File: src/rtl/spi_mem_pkg.sv
// Shared definitions for the SPI memory link: the controller state encoding,
// the frame geometry and the read/write flag values carried in the header.
package spi_mem_pkg;

  typedef enum logic [1:0] {
    IDLE  = 2'd0,
    SETUP = 2'd1,
    SHIFT = 2'd2,
    GAP   = 2'd3
  } spi_state_e;

  localparam int   SPI_FRAME_BITS = 16;
  localparam int   SPI_ADDR_BITS  = 7;
  localparam logic SPI_RW_READ    = 1'b1;
  localparam logic SPI_RW_WRITE   = 1'b0;

endpackage

File: src/rtl/spi_clkgen.sv
// Half-period timer for the serial clock.
// Ports:
//   clk, reset  - system clock, synchronous active-high reset
//   en          - high while the controller is shifting; low clears the timer
//   rise_tick   - sclk goes high on this clock edge
//   fall_tick   - sclk goes low on this clock edge
// The first rising edge of a frame is produced by the controller itself when
// it enters SHIFT; this block times every edge after that one.
module spi_clkgen #(
  parameter int CLKDIV = 8
) (
  input  logic clk,
  input  logic reset,
  input  logic en,
  output logic rise_tick,
  output logic fall_tick
);

  localparam int            CW   = (CLKDIV > 1) ? $clog2(CLKDIV) : 1;
  localparam logic [CW-1:0] LAST = CW'(CLKDIV - 1);

  logic [CW-1:0] half_cnt;
  logic          low_phase;

  always_ff @(posedge clk) begin
    if (reset || !en) begin
      half_cnt  <= '0;
      low_phase <= 1'b0;
    end else if (half_cnt == LAST) begin
      half_cnt  <= '0;
      low_phase <= ~low_phase;
    end else begin
      half_cnt <= half_cnt + 1'b1;
    end
  end

  // End of a high phase is a fall; end of a low phase is the next rise.
  assign fall_tick = en && (half_cnt == LAST) && !low_phase;
  assign rise_tick = en && (half_cnt == LAST) && low_phase;

endmodule

File: src/rtl/spi_mem_master.sv
// SPI master that runs single-byte read/write frames to the SPI memory slave.
// Ports:
//   clk, reset          - system clock, synchronous active-high reset
//   req_valid/req_ready - request handshake; accepted when both are high
//   req_rw              - 1 = read, 0 = write
//   req_addr, req_wdata - word address and write data, captured on accept
//   rsp_valid           - one-cycle pulse at the end of every frame
//   rsp_rdata           - read byte (0x00 after a write), held between pulses
//   busy                - high whenever not IDLE
//   sclk, cs, mosi      - SPI outputs (sclk idles low, cs active low)
//   miso                - SPI input, sampled as sclk rises
//
// state | meaning
// ------+-----------------------------------------------------------------
// IDLE  | cs high, ready for a request
// SETUP | cs low, first bit on mosi, waiting CLKDIV cycles before first rise
// SHIFT | 16 sclk periods; mosi moves on falls, miso sampled on rises
// GAP   | cs high for 2*CLKDIV cycles so the slave sees a clean deselect
module spi_mem_master
  import spi_mem_pkg::*;
#(
  parameter int CLKDIV = 8
) (
  input  logic                     clk,
  input  logic                     reset,
  input  logic                     req_valid,
  output logic                     req_ready,
  input  logic                     req_rw,
  input  logic [SPI_ADDR_BITS-1:0] req_addr,
  input  logic [7:0]               req_wdata,
  output logic                     rsp_valid,
  output logic [7:0]               rsp_rdata,
  output logic                     busy,
  output logic                     sclk,
  output logic                     cs,
  output logic                     mosi,
  input  logic                     miso
);

  localparam int            TW         = $clog2(2 * CLKDIV);
  localparam logic [TW-1:0] SETUP_LOAD = TW'(CLKDIV - 1);
  localparam logic [TW-1:0] GAP_LOAD   = TW'(2 * CLKDIV - 1);
  localparam logic [4:0]    LAST_BIT   = 5'(SPI_FRAME_BITS);

  spi_state_e                state;
  logic [TW-1:0]             timer;
  logic [4:0]                bit_cnt;
  logic [SPI_FRAME_BITS-1:0] tx_sr;
  logic [7:0]                rx_sr;
  logic                      rw_q;
  logic                      shift_en;
  logic                      rise_tick;
  logic                      fall_tick;

  assign shift_en = (state == SHIFT);

  spi_clkgen #(
    .CLKDIV (CLKDIV)
  ) u_clkgen (
    .clk       (clk),
    .reset     (reset),
    .en        (shift_en),
    .rise_tick (rise_tick),
    .fall_tick (fall_tick)
  );

  // The shift register fully drains after 16 falls, so mosi is already 0
  // by the last low phase and stays 0 through GAP and IDLE.
  assign mosi = tx_sr[SPI_FRAME_BITS-1];

  always_ff @(posedge clk) begin
    if (reset) begin
      state     <= GAP;
      timer     <= GAP_LOAD;
      bit_cnt   <= '0;
      tx_sr     <= '0;
      rx_sr     <= '0;
      rw_q      <= SPI_RW_WRITE;
      cs        <= 1'b1;
      sclk      <= 1'b0;
      req_ready <= 1'b0;
      rsp_valid <= 1'b0;
      rsp_rdata <= 8'h00;
      busy      <= 1'b1;
    end else begin
      rsp_valid <= 1'b0;
      case (state)
        IDLE: begin
          if (req_valid && req_ready) begin
            state     <= SETUP;
            timer     <= SETUP_LOAD;
            bit_cnt   <= '0;
            rw_q      <= req_rw;
            tx_sr     <= {req_addr, req_rw,
                          (req_rw == SPI_RW_WRITE) ? req_wdata : 8'h00};
            cs        <= 1'b0;
            req_ready <= 1'b0;
            busy      <= 1'b1;
          end
        end
        SETUP: begin
          if (timer == '0) begin
            state   <= SHIFT;
            sclk    <= 1'b1;
            bit_cnt <= 5'd1;
            rx_sr   <= {rx_sr[6:0], miso};
          end else begin
            timer <= timer - 1'b1;
          end
        end
        SHIFT: begin
          if (fall_tick) begin
            sclk  <= 1'b0;
            tx_sr <= {tx_sr[SPI_FRAME_BITS-2:0], 1'b0};
          end else if (rise_tick) begin
            if (bit_cnt == LAST_BIT) begin
              // end of the 16th low phase: close the frame instead of rising
              state     <= GAP;
              timer     <= GAP_LOAD;
              cs        <= 1'b1;
              rsp_valid <= 1'b1;
              rsp_rdata <= (rw_q == SPI_RW_READ) ? rx_sr : 8'h00;
            end else begin
              sclk    <= 1'b1;
              bit_cnt <= bit_cnt + 5'd1;
              rx_sr   <= {rx_sr[6:0], miso};
            end
          end
        end
        GAP: begin
          if (timer == '0) begin
            state     <= IDLE;
            req_ready <= 1'b1;
            busy      <= 1'b0;
          end else begin
            timer <= timer - 1'b1;
          end
        end
        default: begin
          state <= GAP;
          timer <= GAP_LOAD;
        end
      endcase
    end
  end

endmodule

File: config.mk
export PLATFORM = sky130hd
export DESIGN_NAME = spi_mem_master
export DESIGN_NICKNAME = d
export VERILOG_FILES = /design/src/rtl/spi_mem_pkg.sv /design/src/rtl/spi_clkgen.sv /design/src/rtl/spi_mem_master.sv
export SDC_FILE = /design/constraint.sdc
export NUM_CORES = 1
export LEC_CHECK = 0
export ABC_AREA = 1
export CAP_MARGIN = 20
export CORE_MARGIN = 4
export CORE_UTILIZATION = 45
export CTS_CLUSTER_DIAMETER = 100
export DETAILED_ROUTE_END_ITERATION = 8
export DONT_BUFFER_PORTS = 1
export PLACE_DENSITY_LB_ADDON = 0.2
export SYNTH_ARGS = -nofsm -noshare
export SYNTH_HDL_FRONTEND = slang
export SYNTH_SLANG_ARGS = --single-unit
File: constraint.sdc
create_clock -name clk -period 1.8 [get_ports clk]
set_clock_uncertainty 0.1 [all_clocks]
set_input_delay 0.27 -clock clk [delete_from_list [all_inputs] [get_ports clk]]
set_output_delay 0.27 -clock clk [all_outputs]
set_load 0.03 [all_outputs]
==> load_flow_metrics.sql <==
INSERT INTO impl_metrics (metric_group, metric, value, unit) VALUES
('outcome', 'run_status', 'finished, final reports clean', ''),
('die', 'coreArea', '5510', 'um^2'),
('die', 'floorplan.initialDensity', '0.464', ''),
('worst_setup_path', 'worst_setup_path_startpoint', 'bit_cnt[0]', ''),
('worst_setup_path', 'crit-reg2reg-launch', 'bit_cnt[0]', ''),
('route', 'vias_per_cell', '5.04', ''),
('final_layout', 'layout-drive-gt1-share', '0.121', ''),
('sta', 'rsz_0062_raised_after_global_routing', 'true', ''),
('die', 'die_w', '83.4', 'um'),
('die', 'die_height', '83.4', 'um'),
('power', 'powerDensity', '1780', 'nW/um^2'),
('synthesis', 'cells_after_synthesis', '352', ''),
('final_layout', 'commonest_non_fill_non_tap_cell_in_the_layout', 'nand2_1', ''),
('final_layout', 'area_delta_synth_final', '13.9', '%'),
('clocking', 'tritoncts_num_sinks', '53', ''),
('worst_setup_path', 'reg2reg_depth', '9', ''),
('power', 'total_power', '5.18', 'mW'),
('worst_setup_path', 'cp_data_arrival_time', '1.80', 'ns'),
('route', 'postRouteAntennaNets', '0', ''),
('clocking', 'clock-root-buffer', 'clkbuf_8', ''),
('global_routing', 'grt_pass1_wl', '9.56', 'mm'),
('worst_setup_path', 'worst-setup-path-type', 'reg -> reg', ''),
('power', 'vdd_ir_drop_max', '773', 'uV'),
('die', 'ioPinCount', '34', ''),
('sta', 'hold_ws', '0.0673', 'ns'),
('sta', 'slew_headroom', '0.741', ''),
('final_layout', 'layout_common_cells', 'nand2_1, nor2_1, dfxtp_1', ''),
('worst_setup_path', 'endpoint', 'timer[3]', ''),
('placed_design', 'place_congestion', '0.852', ''),
('synthesis', 'synth-seq-area-share', '0.415', ''),
('route', 'drt_first_pass_iters', '4', ''),
('clocking', 'htreeDepth', '2', ''),
('clocking', 'tritoncts', 'yes', ''),
('final_layout', 'postLayoutCoreUtil', '0.529', ''),
('global_routing', 'globalRouteTotalUtil', '0.163', ''),
('synthesis', 'netlist_top_cells_area', 'dfxtp_1, nand2_1, nor2_1', ''),
('synthesis', 'synth_warnings', '0', ''),
('synthesis', 'synthesis.nets', '382', ''),
('worst_hold_path', 'min-delay-path-class', 'in -> reg', ''),
('clocking', 'cts-buffers-inserted', '5', ''),
('worst_setup_path', 'worst_r2r_endpoint', 'timer[3]', ''),
('sta', 'finalCritPeriodShare', '0.946', ''),
('worst_hold_path', 'number_of_instances_on_the_worst_hold_path', '2', ''),
('placed_design', 'buffer_ports.inserted', '0', ''),
('die', 'floorplan.rows', '27', ''),
('clocking', 'worst_skew_pair.late_latency', '0.30', 'ns'),
('die', 'die_area', '6950', 'um^2'),
('worst_setup_path', 'reg2reg_slack', '0.1', 'ns'),
('synthesis', 'synth_largest_area_cell', 'dfxtp_1', ''),
('global_routing', 'antenna_found_initial', '0', ''),
('worst_setup_path', 'element_type_at_the_critical_path_end', 'flop', ''),
('final_layout', 'fillCellCount', '529', ''),
('placed_design', 'dp.final_hpwl', '3.86', 'mm'),
('power', 'static-leakage-power', '1.26', 'nW'),
('global_routing', 'first_global_vias', '2130', ''),
('route', 'dr.first_iter.drc_count', '102', ''),
('synthesis', 'count_of_unique_library_cells_instantiated_by_yosys', '31', ''),
('route', 'routedWlPerCell', '12.5', 'um'),
('synthesis', 'yosys_register_bits', '53', ''),
('synthesis', 'syn_area_per_cell', '7.26', 'um^2'),
('synthesis', 'synth_area', '2560', 'um^2'),
('worst_setup_path', 'crit_fanout', '9', ''),
('global_routing', 'grt_start_max_net_pins', '37', ''),
('synthesis', 'synth_top_area_frac', '0.415', ''),
('final_layout', 'antenna_cells_inserted', '0', ''),
('clocking', 'cts.clk_slew.worst_paths', '0.09', 'ns'),
('sta', 'finalMaxSlewViolations', '0', ''),
('final_layout', 'num-nets-final', '393', ''),
('sta', 'finalSetupViolations', '0', ''),
('worst_setup_path', 'cp_data_required_time', '1.90', 'ns'),
('sta', 'max_freq', '587', 'MHz'),
('global_routing', 'globalRoute.totalOverflow', '0', ''),
('sta', 'finalHoldViolCount', '0', ''),
('route', 'route.vias.total', '2196', ''),
('sta', 'worst_pin_slew', '0.389', 'ns'),
('route', 'drc', '0', ''),
('worst_setup_path', 'timing.critical_path.from_type', 'flop', ''),
('sta', 'final_period_minus_worst_setup_slack', '1.70', 'ns'),
('clocking', 'max-clock-path-buffers', '2', ''),
('job', 'max_cap_viols', '0', ''),
('route', 'route.final.wire_length', '5.43', 'mm');
==> stage by stage <==
step / TNS [ns] / cell area, um^2 / instances / setup WS [ns]
6_report: 0 / 2910 / 436 / 0.0966
3_5_place_dp: -0.0184 / 2660 / 424 / -0.0184
5_1_grt: -0.117 / 2910 / 436 / -0.0581
3_3_place_gp: 0 / 2660 / 424 / 0.0143
2_1_floorplan: 0 / 2560 / 352 / 0.107
4_1_cts: 0 / 2830 / 435 / 0.0292
==> worst min-delay path by stage <==
stage                       from       end
after detailed placement   reset  tx_sr[0]
after global routing      req_rw  tx_sr[0]
after global placement     reset  tx_sr[0]
after CTS                 req_rw      rw_q
final                     req_rw      rw_q
after floorplan            reset  tx_sr[0]
==> per-layer routing <==
layer	wire length, um	track usage	up-vias
li1	-	-	1171
met1	2610	0.207	973
met2	2470	0.266	47
met3	306	0.0446	5
met4	47	0.0520	0
met5	0	0	-
==> area by class of cell <==
class	instances	area, um^2	area share
Sequential cell	53	1060	0.365
Multi-Input combinational cell	262	1380	0.475
Clock inverter	3	65.1	0.0224
Clock buffer	5	68.8	0.0236
Inverter	25	101	0.0348
Tap cell	72	90.1	0.0310
Timing Repair Buffer	16	140	0.0482
==> Yosys cell counts, drive strengths merged <==
cell type  count
a21oi         10
ha            10
buf           10
or2            2
a21o           1
a22o           7
nand3         27
dfxtp         53
inv           25
o211ai         1
nand2         81
nor2          66
clkbuf         2
o21bai         1
o21ai         41
a22oi          1
nand4          5
nor3           9
==> repair_timing <==
item / 4_1_cts / 5_1_grt
hold endpoints to repair: 5 / 0
pin swaps: 0 / 2
endpoints found under the setup margin: 10 / 27
setup buffers: 0 / 1
hold buffers: 3 / 0
gates resized for setup: 2 / 13
gates cloned: 0 / 0
==> state kept, by name, summed over array words and instances, names as in the netlist, 2 cells and up <==
name               flops
u_clkgen.half_cnt      3
timer                  4
bit_cnt                5
state                  2
rx_sr                  8
tx_sr                 16
rsp_rdata              8
==> critical path, cell delays in order, from the launching register on <==
cell	delay, ns
dfxtp_1	0.34
inv_1	0.08
ha_1	0.15
nand2_1	0.05
inv_1	0.09
nand2_1	0.13
o21ai_2	0.36
nand2_1	0.09
a21oi_1	0.15
nand2_1	0.06
==> where the power goes <==
group	internal (mW)	total [mW]	leakage, nW	switching (mW)
Clock	0.552	0.931	0.0681	0.379
Combinational	0.912	2.39	0.762	1.48
Sequential	1.54	1.86	0.433	0.320
==> cells by family (layout without fill, tap and decap cells) <==
kind of cell / Yosys count / count (layout) / share of synthesized area
compound gates: 62 / 62 / 0.140
fa+ha+maj: 10 / 10 / 0.0489
buf+inv: 37 / 49 / 0.0744
flops: 53 / 53 / 0.415
simple gates: 190 / 190 / 0.322
(Power assumes the default switching activity.)
